--- src/rtl/jtag_tap_ctrl_os_if.sv ---
// TAP controller signal bundle: TCK edge strobes and synchronised pins in,
// serial out, state/instruction visibility and the user-DR strobe group.
interface jtag_tap_ctrl_os_if #(
   parameter int IR_WIDTH = 4
);
   logic                tck_rise;
   logic                tck_fall;
   logic                tms;
   logic                tdi;
   logic                tdo;
   logic                tdo_oe;
   logic [3:0]          tap_state;
   logic [IR_WIDTH-1:0] ir_out;
   logic                udr_capture;
   logic                udr_shift;
   logic                udr_update;
   logic                udr_tdo;

   // Strobe semantics: tck_rise/tck_fall are single-clk qualifiers with no
   // back-pressure; tms/tdi are consumed only in a tck_rise cycle, udr_tdo
   // only in a tck_fall cycle, and each udr_* strobe is valid for exactly
   // the one clk in which it is high.
   modport slave (
      input  tck_rise, tck_fall, tms, tdi, udr_tdo,
      output tdo, tdo_oe, tap_state, ir_out, udr_capture, udr_shift, udr_update
   );

   modport master (
      output tck_rise, tck_fall, tms, tdi, udr_tdo,
      input  tdo, tdo_oe, tap_state, ir_out, udr_capture, udr_shift, udr_update
   );
endinterface

--- src/rtl/jtag_tap_ctrl_os.sv ---
// Oversampled IEEE 1149.1 TAP controller in the clk domain, driven by TCK edge
// strobes. Define JTAG_TAP_IDCODE_EN to include the 32-bit IDCODE data register.
module jtag_tap_ctrl_os #(
   parameter int                  IR_WIDTH     = 4,
   parameter logic [IR_WIDTH-1:0] IDCODE_INSTR = IR_WIDTH'(1),
   parameter logic [31:0]         IDCODE_VAL   = 32'h1000_0001
) (
   input logic               clk,
   input logic               rst_n,
   jtag_tap_ctrl_os_if.slave bus
);

   typedef enum logic [3:0] {
      EXIT2_DR   = 4'h0,
      EXIT1_DR   = 4'h1,
      SHIFT_DR   = 4'h2,
      PAUSE_DR   = 4'h3,
      SELECT_IR  = 4'h4,
      UPDATE_DR  = 4'h5,
      CAPTURE_DR = 4'h6,
      SELECT_DR  = 4'h7,
      EXIT2_IR   = 4'h8,
      EXIT1_IR   = 4'h9,
      SHIFT_IR   = 4'hA,
      PAUSE_IR   = 4'hB,
      RUN_IDLE   = 4'hC,
      UPDATE_IR  = 4'hD,
      CAPTURE_IR = 4'hE,
      TEST_RESET = 4'hF
   } tap_state_e;

   localparam logic [IR_WIDTH-1:0] BYPASS_INSTR = '1;
   localparam logic [IR_WIDTH-1:0] IR_CAPTURE   = IR_WIDTH'(2'b01);
`ifdef JTAG_TAP_IDCODE_EN
   localparam logic [IR_WIDTH-1:0] RESET_INSTR  = IDCODE_INSTR;
`else
   localparam logic [IR_WIDTH-1:0] RESET_INSTR  = BYPASS_INSTR;
`endif

   if (IR_WIDTH < 2 || IDCODE_VAL[0] != 1'b1 || IDCODE_INSTR == BYPASS_INSTR) begin : g_bad_cfg
      $error("jtag_tap_ctrl_os: invalid parameter set");
   end

   tap_state_e          state_q, state_d;
   logic [IR_WIDTH-1:0] ir_q, ir_sreg;
   logic                bypass_q;
   logic                tdo_q, tdo_oe_q, tdo_src;
   logic                rise_evt, fall_evt;
   logic                sel_bypass, sel_idcode, sel_user;
   logic                udr_capture, udr_shift, udr_update;

   // A fall coincident with a rise is an edge-detector fault; the rise wins.
   assign rise_evt = bus.tck_rise;
   assign fall_evt = bus.tck_fall & ~bus.tck_rise;

`ifdef JTAG_TAP_IDCODE_EN
   logic [31:0] idcode_sreg;

   always_ff @(posedge clk or negedge rst_n) begin
      if (!rst_n) begin
         idcode_sreg <= '0;
      end else if (rise_evt && sel_idcode) begin
         if (state_q == CAPTURE_DR) idcode_sreg <= IDCODE_VAL;
         else if (state_q == SHIFT_DR) idcode_sreg <= {bus.tdi, idcode_sreg[31:1]};
      end
   end
`endif

   always_ff @(posedge clk or negedge rst_n) begin
      if (!rst_n) state_q <= TEST_RESET;
      else        state_q <= state_d;
   end

   always_comb begin
      state_d = state_q;
      if (rise_evt) begin
         case (state_q)
            TEST_RESET: state_d = bus.tms ? TEST_RESET : RUN_IDLE;
            RUN_IDLE:   state_d = bus.tms ? SELECT_DR  : RUN_IDLE;
            SELECT_DR:  state_d = bus.tms ? SELECT_IR  : CAPTURE_DR;
            CAPTURE_DR: state_d = bus.tms ? EXIT1_DR   : SHIFT_DR;
            SHIFT_DR:   state_d = bus.tms ? EXIT1_DR   : SHIFT_DR;
            EXIT1_DR:   state_d = bus.tms ? UPDATE_DR  : PAUSE_DR;
            PAUSE_DR:   state_d = bus.tms ? EXIT2_DR   : PAUSE_DR;
            EXIT2_DR:   state_d = bus.tms ? UPDATE_DR  : SHIFT_DR;
            UPDATE_DR:  state_d = bus.tms ? SELECT_DR  : RUN_IDLE;
            SELECT_IR:  state_d = bus.tms ? TEST_RESET : CAPTURE_IR;
            CAPTURE_IR: state_d = bus.tms ? EXIT1_IR   : SHIFT_IR;
            SHIFT_IR:   state_d = bus.tms ? EXIT1_IR   : SHIFT_IR;
            EXIT1_IR:   state_d = bus.tms ? UPDATE_IR  : PAUSE_IR;
            PAUSE_IR:   state_d = bus.tms ? EXIT2_IR   : PAUSE_IR;
            EXIT2_IR:   state_d = bus.tms ? UPDATE_IR  : SHIFT_IR;
            UPDATE_IR:  state_d = bus.tms ? SELECT_DR  : RUN_IDLE;
            default:    state_d = TEST_RESET;
         endcase
      end
   end

   // Data-register decode and the per-clk outputs derived from it.
   always_comb begin
      sel_bypass = (ir_q == BYPASS_INSTR);
`ifdef JTAG_TAP_IDCODE_EN
      sel_idcode = (ir_q == IDCODE_INSTR);
`else
      sel_idcode = 1'b0;
`endif
      sel_user    = !sel_bypass && !sel_idcode;
      udr_capture = rise_evt && sel_user && (state_q == CAPTURE_DR);
      udr_shift   = rise_evt && sel_user && (state_q == SHIFT_DR);
      udr_update  = fall_evt && sel_user && (state_q == UPDATE_DR);
      tdo_src     = bypass_q;
      if (state_q == SHIFT_IR) tdo_src = ir_sreg[0];
      else if (sel_user)       tdo_src = bus.udr_tdo;
`ifdef JTAG_TAP_IDCODE_EN
      else if (sel_idcode)     tdo_src = idcode_sreg[0];
`endif
   end

   always_ff @(posedge clk or negedge rst_n) begin
      if (!rst_n) begin
         ir_q     <= RESET_INSTR;
         ir_sreg  <= '0;
         bypass_q <= 1'b0;
         tdo_q    <= 1'b0;
         tdo_oe_q <= 1'b0;
      end else if (rise_evt) begin
         if (state_d == TEST_RESET) ir_q <= RESET_INSTR;
         case (state_q)
            CAPTURE_IR: ir_sreg <= IR_CAPTURE;
            SHIFT_IR:   ir_sreg <= {bus.tdi, ir_sreg[IR_WIDTH-1:1]};
            CAPTURE_DR: if (sel_bypass) bypass_q <= 1'b0;
            SHIFT_DR:   if (sel_bypass) bypass_q <= bus.tdi;
            default: ;
         endcase
      end else if (fall_evt) begin
         if (state_q == UPDATE_IR) ir_q <= ir_sreg;
         tdo_q    <= tdo_src;
         tdo_oe_q <= (state_q == SHIFT_DR) || (state_q == SHIFT_IR);
      end
   end

`ifndef SYNTHESIS
   always @(posedge clk) begin
      if (rst_n) begin
         assert (!(bus.tck_rise && bus.tck_fall))
            else $warning("jtag_tap_ctrl_os: tck_rise and tck_fall in one clk, fall dropped");
      end
   end
`endif

   assign bus.tap_state   = state_q;
   assign bus.ir_out      = ir_q;
   assign bus.tdo         = tdo_q;
   assign bus.tdo_oe      = tdo_oe_q;
   assign bus.udr_capture = udr_capture;
   assign bus.udr_shift   = udr_shift;
   assign bus.udr_update  = udr_update;

endmodule

--- src/flat_wrapper.sv ---
// flat-port wrapper written by rule: the top's interface ports become plain ports
module jtag_tap_ctrl_os_flat 
#(
   parameter int                  IR_WIDTH     = 4,
   parameter logic [IR_WIDTH-1:0] IDCODE_INSTR = IR_WIDTH'(1),
   parameter logic [31:0]         IDCODE_VAL   = 32'h1000_0001
)
  (clk, rst_n, bus_tck_rise, bus_tck_fall, bus_tms, bus_tdi, bus_udr_tdo, bus_tdo, bus_tdo_oe, bus_tap_state, bus_ir_out, bus_udr_capture, bus_udr_shift, bus_udr_update);
  jtag_tap_ctrl_os_if #(.IR_WIDTH(IR_WIDTH)) bus_i ();
  input logic clk;
  input logic rst_n;
  input wire logic [$bits(bus_i.tck_rise)-1:0] bus_tck_rise;
  input wire logic [$bits(bus_i.tck_fall)-1:0] bus_tck_fall;
  input wire logic [$bits(bus_i.tms)-1:0] bus_tms;
  input wire logic [$bits(bus_i.tdi)-1:0] bus_tdi;
  input wire logic [$bits(bus_i.udr_tdo)-1:0] bus_udr_tdo;
  output wire logic [$bits(bus_i.tdo)-1:0] bus_tdo;
  output wire logic [$bits(bus_i.tdo_oe)-1:0] bus_tdo_oe;
  output wire logic [$bits(bus_i.tap_state)-1:0] bus_tap_state;
  output wire logic [$bits(bus_i.ir_out)-1:0] bus_ir_out;
  output wire logic [$bits(bus_i.udr_capture)-1:0] bus_udr_capture;
  output wire logic [$bits(bus_i.udr_shift)-1:0] bus_udr_shift;
  output wire logic [$bits(bus_i.udr_update)-1:0] bus_udr_update;
  assign bus_i.tck_rise = bus_tck_rise;
  assign bus_i.tck_fall = bus_tck_fall;
  assign bus_i.tms = bus_tms;
  assign bus_i.tdi = bus_tdi;
  assign bus_i.udr_tdo = bus_udr_tdo;
  assign bus_tdo = bus_i.tdo;
  assign bus_tdo_oe = bus_i.tdo_oe;
  assign bus_tap_state = bus_i.tap_state;
  assign bus_ir_out = bus_i.ir_out;
  assign bus_udr_capture = bus_i.udr_capture;
  assign bus_udr_shift = bus_i.udr_shift;
  assign bus_udr_update = bus_i.udr_update;
  jtag_tap_ctrl_os #(.IR_WIDTH(IR_WIDTH), .IDCODE_INSTR(IDCODE_INSTR), .IDCODE_VAL(IDCODE_VAL)) u_core (.clk(clk), .rst_n(rst_n), .bus(bus_i));
endmodule
--- config.mk ---
export PLATFORM = sky130hd
export DESIGN_NAME = jtag_tap_ctrl_os_flat
export DESIGN_NICKNAME = d
export VERILOG_FILES = /design/src/rtl/jtag_tap_ctrl_os_if.sv /design/src/rtl/jtag_tap_ctrl_os.sv /design/src/flat_wrapper.sv
export SDC_FILE = /design/constraint.sdc
export NUM_CORES = 1
export LEC_CHECK = 0
export ABC_AREA = 1
export CORE_MARGIN = 5
export CORE_UTILIZATION = 46
export DETAILED_ROUTE_END_ITERATION = 8
export PLACE_DENSITY = 0.72
export SLEW_MARGIN = 20
export SYNTH_ARGS = -nofsm -noshare
export SYNTH_HDL_FRONTEND = slang
export SYNTH_SLANG_ARGS = --single-unit
export TNS_END_PERCENT = 10
--- constraint.sdc ---
create_clock -name clk -period 2.4 [get_ports clk]
set_input_delay 0.36 -clock clk [delete_from_list [all_inputs] [get_ports clk]]
set_output_delay 0.36 -clock clk [all_outputs]
set_load 0.005 [all_outputs]
* After elaboration in Yosys (flattened, before gate mapping)
Cells that the tools add are included.
Operators by class: bitwise gates (word level) 2, reductions and logical operators 19, equal/unequal tests 20, multiplexer cells 24
Operators by type and width (count):
- $pmux W4 S12 | 1
- $eq A4 B4 Y1 const B | 10
- $mux W4 | 6
- $eq A4 B3 Y1 const B | 4
- $mux W2 | 6
- $mux W3 | 4
- $eq A4 B2 Y1 const B | 2
- $pmux W4 S2 | 1
- $reduce_bool A2 Y1 | 4
- $ne A2 B1 Y1 const B | 3
- $logic_and A1 B1 Y1 | 5
- $mux W1 | 5
- $eq A4 B1 Y1 const B | 1
- $logic_not A4 Y1 | 1
- $reduce_and A2 Y1 | 2
- $reduce_and A4 Y1 | 1
- $reduce_or A2 Y1 | 2
- $reduce_and A3 Y1 | 1
- $reduce_or A3 Y1 | 1
- $pmux W1 S2 | 1
- $and A1 B1 Y1 | 1
- $logic_not A1 Y1 | 1
- $logic_or A1 B1 Y1 | 1
- $not A1 Y1 | 1
Storage, ports and cells: bits of input ports 7, flip-flop bits (word level) 15, logic and storage cells 71

* Logic depth before layout (Yosys ltp)
Gate-level depths: netlist of run 1.
depth after elaboration 7, depth in mapped cells 12

* Worst setup path after synthesis of run 1
Ideal clock, no wire load.
kind flip-flop to output port, start point reg u_core.state_q[1] (netlist: u_core.bus.tap_state[1]), end point out bus_udr_shift, slack 0.925 ns, arrival 1.115 ns, stages on the path, launching flop included 6, data required time 2.040 ns, buffers on the path 1, cell sequence dfstp_2 > buf_6 > nand2_4 > nor2_1 > inv_1 > nor4_1
On the way: longest elaborated chain between the ends 2
RTL lines:
- start, declared | RTL line jtag_tap_ctrl_os.sv:44 | tap_state_e state_q, state_d;
- start signal, assigned | RTL line jtag_tap_ctrl_os.sv:71 | else state_q <= state_d;
- $eq A4 B2 Y1 | RTL line jtag_tap_ctrl_os.sv:109 | udr_shift = rise_evt && sel_user && (state_q == SHIFT_DR);
- $logic_and A1 B1 Y1 | RTL line jtag_tap_ctrl_os.sv:109
- end, declared | RTL line flat_wrapper.sv:22 | output wire logic [$bits(bus_i.udr_shift)-1:0] bus_udr_shift;
No other way between the ends.

* Worst setup path after layout of run 1
start point reg u_core.state_q[2] (netlist: u_core.bus.tap_state[2]), end point out bus_udr_update
On the way: longest elaborated chain between the ends 2
RTL lines:
- $eq A4 B3 Y1 | RTL line jtag_tap_ctrl_os.sv:110 | udr_update = fall_evt && sel_user && (state_q == UPDATE_DR);
- $logic_and A1 B1 Y1 | RTL line jtag_tap_ctrl_os.sv:110
- end, declared | RTL line flat_wrapper.sv:23 | output wire logic [$bits(bus_i.udr_update)-1:0] bus_udr_update;
No other way between the ends.

==> metrics.txt, run 1 <==
status finished clean; main flop type after synthesis dfstp_2; drt pass-1 iters 4; largest net degree at the start of global routing 16; HPWL after detailed placement 1600 um; hold crit path type primary input to async pin; GR Util met1 18.4%; Post-Route WL 2160 um; Post-Syn Instances 124; Final Skew 0.00549 ns; worst setup margin 0.123 ns; DR DRC count 0; final setup vio count 0; CP Capture Type output pin; worst slack, placed 0.284 ns; GR Overflow Total 0; GR peak layer met2; Die ar. 3130 um2; final period utilization 94.9%; n_diodes 0; gpl congestion 0.850; NumNets Final 154; CP required 2.04 ns; synthesis-to-finish area growth 24.6%; layout cells sized above 1 25.3%; met2 Track Usage GR 21.6%; syn nets 131; cell area after synthesis 970 um2; Critical Path Fanout Max 11; post-synth cell types 25; Clock transition at path regs 0.09 ns; CP startpoint u_core.bus.tap_state[2]; R2R Path Start u_core.bus.tap_state[1]; vias 863; initial drt markers 31; CTS tree yes; cts hold-fix bufs 0; Skew-Pair Late Insertion Delay 0.28 ns; Sink Count 15; syn_area_per_cell 7.82 um2; unrepaired setup endpoints after global routing no; max incr delay on CP 0.71 ns; TNS Setup 0 ns; DR WL/cell 12.5 um; final hold slack 0.466 ns; Power Dens Cells 1170 nW/um2; fillers 169; Global Route met3 Usage 2.78%; Max IR drop VDD 0.834 mV; sequential area share after synthesis 39.7%; Tot GR Track Use 14.1%; slowest CP cell dfstp_2; CTS Buf Count 3; num ports 20; area of the multi-input gates 475 um2; clk buf depth 2; Reg area 385 um2; initial antenna violation count 0; die width 55.9 um; Die Ht 55.9 um; Syn. warnings 0; Post-synth EDFFs 0; crit path DAT 1.92 ns; Setup CP Type register to output pin; fin. max-slew vios 0; Synth Register Bits 15; fin crit period 2.28 ns; Core Area 1980 um2; CP cell instances nand2_2 > nor4_2 > clkdlybuf4s50_1; f_max 439 MHz; MaxCap Viol Count 0; final hold violation count 0; Via density 4.99; FFs w/ async S/R, synth 100%; fin util 61.0%; static leakage 0.595 nW; first-pass GRT wire length 3490 um; PortBufs 19; starting density of the core 48.9%; worst slew pin tran 0.640 ns; post-route ant nets 0; number of global-route vias before repair 815; headroom to the max-slew limit 57.2%; Clock Tree Root clkbuf_4; CP Launch Type register; # rows 16; Design Power 1.41 mW; H-tree depth 1
[cell usage after synthesis, types with 3 or more instances]
cell type	instances	area, um2
dfstp_2	8	210
inv_1	12	45.0
nand2_4	3	33.8
dfrtp_1	7	175
o21ai_0	7	35.0
inv_2	5	18.8
nand2_1	34	128
buf_6	4	45.0
nor2_1	6	22.5
nand2_2	6	37.5
nand3_1	13	65.1
[area by class of cell]
cell class / instances / share of cell area, %
multi-input combinational: 87 / 39.3
sequential: 15 / 31.9
timing repair buffer: 22 / 17.8
inverter: 18 / 6.00
tap: 27 / 2.80
clock buffer: 4 / 2.17
[sequential cells by signal (all words and copies together), names as in the netlist]
| register | cells |
|---|---|
| u_core.bus.tdo_oe | 1 |
| u_core.ir_sreg | 4 |
| u_core.bus.ir_out | 4 |
| u_core.bus.tap_state | 4 |
| u_core.bus.tdo | 1 |
| u_core.bypass_q | 1 |
[power breakdown]
part	total, mW	switching [mW]	internal (mW)
Sequential	0.550	0.136	0.414
Clock	0.146	0.0813	0.0645
Combinational	0.713	0.387	0.326
[final timing paths]
check	end	slack (ns)	cells after the start
worst min register to register	u_core.bus.ir_out[1]	0.50	2
worst max register to register	u_core.bus.ir_out[2]	0.80	11
worst max-delay path	bus_udr_update	0.12	3
min in group clk	u_core.bus.ir_out[1]	0.50	2
max in group asynchronous	u_core.bus.tdo	1.52	1
worst min-delay path	u_core.ir_sreg[0]	0.47	1
[critical path: cells and delay by family (launching register included)]
kind	cells	cell delay, ns
flops	1	0.71
buf+inv	1	0.54
simple gates	2	0.39
[kinds of logic (layout without fill, tap and decap cells)]
group,count (synthesis),after routing,synth area share (%)
flip-flops,15,15,39.7
AO/OA/AOI/OAI,13,13,7.87
AND/OR/NAND/NOR,73,73,39.2
multiplexers,1,1,1.03
buffers and inverters,22,44,12.1
[metal layers]
metal  part of all wire [%]  routed length (um)
met5                      0                   0
met3                    5.0                 109
met4                    1.5                  32
met2                     45                 977
met1                     48                1040
[repair_timing]
item | 4_1_cts | 5_1_grt
gates resized for setup | 0 | 3
setup buffers | 0 | 1
endpoints found under the setup margin | 0 | 3
[cell usage in the layout, fill, tap and decap left out, types with 2 or more instances in the layout]
cell type and instances:
buf_4 3, o21ai_0 7, nor2_1 6, nand3_2 2, nor3_1 2, clkbuf_4 3
inv_2 5, dfrtp_1 7, nand2_1 33, nand2_4 3, nand3_1 13, inv_1 12
dfstp_2 8, clkdlybuf4s50_1 18, nor2_4 2, nand4_1 2, nand2_2 7
[per-stage QoR]
step	std cells	area, um2
floorplan	124	970
global placement	168	1160
detailed placement	168	1160
CTS	172	1190
global route	173	1210
finish	173	1210
No activity file was read; power rests on OpenSTA's default activity.
==> run 2, diff against run 1 <==
Settings changed: CORE_UTILIZATION 46 to 53, PLACE_DENSITY 0.72 to 0.81.
==> metrics.txt, run 2 (same netlist as run 1, synthesis figures left out) <==
status finished clean; post-route ant nets 0; Die ar. 2790 um2; largest net degree at the start of global routing 16; # rows 15; worst slew pin tran 0.641 ns; Setup CP Type register to output pin; Die Ht 52.8 um; TNS Setup 0 ns; initial antenna violation count 0; GR Util met1 25.0%; Clock Tree Root clkbuf_4; first-pass GRT wire length 3680 um; Final Skew 0.00248 ns; initial drt markers 66; layout cells sized above 1 26.2%; MaxCap Viol Count 0; f_max 460 MHz; worst slack, placed 0.282 ns; CTS tree yes; Tot GR Track Use 18.0%; CP Capture Type output pin; CP required 2.04 ns; fin util 71.6%; final period utilization 90.6%; CTS Buf Count 3; unrepaired setup endpoints after global routing no; crit path DAT 1.81 ns; Worst R2R End u_core.bus.ir_out[1]; hold crit path type primary input to async pin; fillers 141; number of global-route vias before repair 824; Skew-Pair Late Insertion Delay 0.29 ns; clk buf depth 2; DR WL/cell 13.4 um; fin crit period 2.17 ns; R2R Path Start u_core.bus.tap_state[2]; vias 932; Reg area 385 um2; headroom to the max-slew limit 57.1%; Max IR drop VDD 0.722 mV; Worst R2R Setup Slack 0.84 ns; GR Overflow Total 0; gpl congestion 0.907; CP startpoint u_core.bus.tap_state[1]; final hold violation count 0; Core Area 1730 um2; GR peak layer met2; most frequent cells in the layout nand2_1 (34), clkdlybuf4s50_1 (17), nand3_1 (13), inv_1 (12), dfstp_2 (8); Via density 5.36; num ports 20; NumNets Final 157; n_diodes 0; drt pass-1 iters 5; Cells after DPL 166; Post-Route WL 2320 um; area of the multi-input gates 467 um2; Global Route met3 Usage 2.85%; H-tree depth 1; non-filler cells, final 174; met2 Track Usage GR 27.5%; Clock transition at path regs 0.09 ns; PortBufs 19; Sink Count 15; static leakage 0.634 nW; Power Dens Cells 1190 nW/um2; starting density of the core 56.2%; commonest non-fill, non-tap cell in the layout nand2_1; Critical Path Fanout Max 7; CP Launch Type register; HPWL after detailed placement 1680 um; worst setup margin 0.225 ns; fin. max-slew vios 0; die width 52.8 um; Reg2Reg Depth 11; DR DRC count 0; synthesis-to-finish area growth 27.5%; final setup vio count 0
==> run 2: metrics by stage <==
step           hold WS [ns]  power, mW  area, um2
2_1_floorplan        0.0644       1.00        970
3_3_place_gp          0.482       1.23       1160
3_5_place_dp          0.487       1.25       1160
4_1_cts               0.490       1.40       1190
5_1_grt               0.516       1.58       1240
6_report              0.457       1.48       1240
==> run 2: repair_timing <==
item / in CTS / in global routing
setup endpoints to repair: 0 / 3
buffers inserted: 0 / 4
hold buffers: 0 / 0
resized for setup: 0 / 2
==> run 2: layout make-up <==
cell class | count | share of cell area, %
multi-input combinational | 87 | 37.8
sequential | 15 | 31.2
timing repair buffer | 25 | 20.4
inverter | 18 | 5.87
tap | 25 | 2.53
clock buffer | 3 | 1.82
clock inverter | 1 | 0.405
==> run 2: worst max-delay path by stage <==
stage | to | slack, ns | cells after the start
2_1_floorplan | bus_udr_shift | 0.92 | 5
3_3_place_gp | bus_udr_update | 0.31 | 5
3_5_place_dp | bus_udr_update | 0.28 | 5
4_1_cts | bus_udr_shift | 0.03 | 5
5_1_grt | bus_udr_update | 0.11 | 5
6_report | bus_udr_update | 0.23 | 5
==> run 2: report_power, final <==
group	switching (mW)	leakage, nW	internal [mW]
Sequential	0.113	0.174	0.413
Clock	0.0870	0.0177	0.0620
Combinational	0.426	0.442	0.374
==> run 2: worst max-delay path, stage by stage, from the launching register on <==
cell,delay [ns]
dfstp_2,0.43
buf_4,0.15
inv_2,0.05
nand2_1,0.08
nor4_1,0.27
clkdlybuf4s50_1,0.54
==> run 2: routing by layer <==
metal	wire length [um]	vias to the layer above	share of wire [%]
met4	71	0	3.1
li1	-	449	-
met2	1060	62	45
met1	966	410	42
met5	0	-	0
met3	229	11	9.9
==> run 3, diff against run 2 <==
Settings changed: GPL_TIMING_DRIVEN set to 0, MAX_ROUTING_LAYER set to met4.
==> metrics.txt, run 3 (same netlist as run 1, synthesis figures left out) <==
HPWL after detailed placement 1640 um; Post-Route WL 2180 um; TNS Setup 0 ns; non-filler cells, final 171; Die Ht 52.8 um; Cell Int Power 0.822 mW; CP startpoint u_core.bus.tap_state[2]; Cells after DPL 167; final hold slack 0.336 ns; CP required 2.04 ns; Switch Pwr 0.625 mW; status finished clean; DR DRC count 0; Skew-Pair Late Insertion Delay 0.29 ns; PortBufs 18; initial antenna violation count 0; Critical Path Fanout Max 10; first-pass GRT wire length 3780 um; f_max 442 MHz; CTS tree yes; Max IR drop VDD 0.787 mV; worst slew pin tran 0.635 ns; fin crit period 2.26 ns; Power Dens Cells 1180 nW/um2; worst slack, placed 0.291 ns; final period utilization 94.4%; die width 52.8 um; H-tree depth 1; # rows 15; MaxCap Viol Count 0; Setup CP Type register to output pin; Final Skew 0.00584 ns; drt pass-1 iters 5; layout cells sized above 1 26.7%; Tot GR Track Use 19.1%; largest net degree at the start of global routing 16; commonest non-fill, non-tap cell in the layout nand2_1; initial drt markers 30; worst setup margin 0.136 ns; NumNets Final 154; sequential power share 34.7%; static leakage 0.622 nW; number of global-route vias before repair 847; Clock Tree Root clkbuf_4; CTS Buf Count 3; final hold violation count 0; clk buf depth 2; Core Area 1730 um2; R2R Path Start u_core.bus.tap_state[1]; headroom to the max-slew limit 57.5%; # Post-CTS Setup Buffers 0; CP Capture Type output pin; unrepaired setup endpoints after global routing no; synthesis-to-finish area growth 26.5%; fin. max-slew vios 0; combinational power share 54.9%; CP Launch Type register; most frequent cells in the layout nand2_1 (34), clkdlybuf4s50_1 (16), nand3_1 (13), inv_1 (12), dfstp_2 (8); n_diodes 0; switching part of the total 43.2%; final setup vio count 0; num ports 20; crit path DAT 1.90 ns; Clock transition at path regs 0.10 ns; clock share of power 10.4%; GR Overflow Total 0; DR WL/cell 12.8 um; hold_sp bus_tck_rise; vias 904; hold crit path type primary input to register; starting density of the core 56.2%; Die ar. 2790 um2; Via density 5.29; Sink Count 15; post-route ant nets 0; gpl congestion 0.865
## run 3: critical path, cell delays in order (launching register included)
cell	delay, ns
dfstp_2	0.55
buf_6	0.15
nand2_1	0.10
nor4_2	0.27
clkdlybuf4s50_1	0.54
## run 3: per-layer routing
metal / vias up / track usage (%) / wire length [um]
li1: 445 / - / -
met1: 415 / 25.8 / 946
met2: 39 / 28.1 / 1050
met3: 5 / 2.85 / 146
met4: 0 / 8.94 / 38
met5: - / - / 0
## run 3: cell type report
cell class / count / area (um2)
fillers: 153 / 500
multi-input cells: 87 / 479
flip-flops and latches: 15 / 385
repair buffers: 18 / 185
inverters: 18 / 72.6
plain buffers: 4 / 45.0
well taps: 25 / 31.3
clock buffers: 3 / 22.5
clock inverters: 1 / 5.00
## run 3: final timing paths
path	endpoint	slack, ns	depth (start not counted)
min in group asynchronous	u_core.bus.tdo_oe	0.45	1
max reg2reg	u_core.bus.ir_out[1]	0.86	11
max	bus_udr_update	0.14	4
min reg2reg	u_core.bus.tdo_oe	0.50	2
max in group asynchronous	u_core.ir_sreg[3]	1.54	1
min	u_core.bus.tap_state[3]	0.34	3
## run 3: power groups by stage
stage | Sequential [mW] | Clock [mW] | Combinational [mW]
2_1_floorplan | 0.498 | 0 | 0.503
3_3_place_gp | 0.497 | 0 | 0.759
3_5_place_dp | 0.504 | 0 | 0.777
4_1_cts | 0.502 | 0.155 | 0.788
5_1_grt | 0.519 | 0.170 | 0.878
6_report | 0.502 | 0.150 | 0.794
## run 3: repair_timing
item	CTS	global route
hold buffers	0	0
gates resized for setup	1	3
endpoints found under the setup margin	1	3
## run 3: stage by stage
| step | power [mW] | area (um2) | utilization (%) |
|---|---|---|---|
| floorplan | 1.00 | 970 | - |
| global placement | 1.26 | 1180 | 68.4 |
| detailed placement | 1.28 | 1180 | 68.4 |
| CTS | 1.44 | 1210 | 70.4 |
| global route | 1.57 | 1230 | 71.0 |
| finish | 1.45 | 1230 | 71.0 |
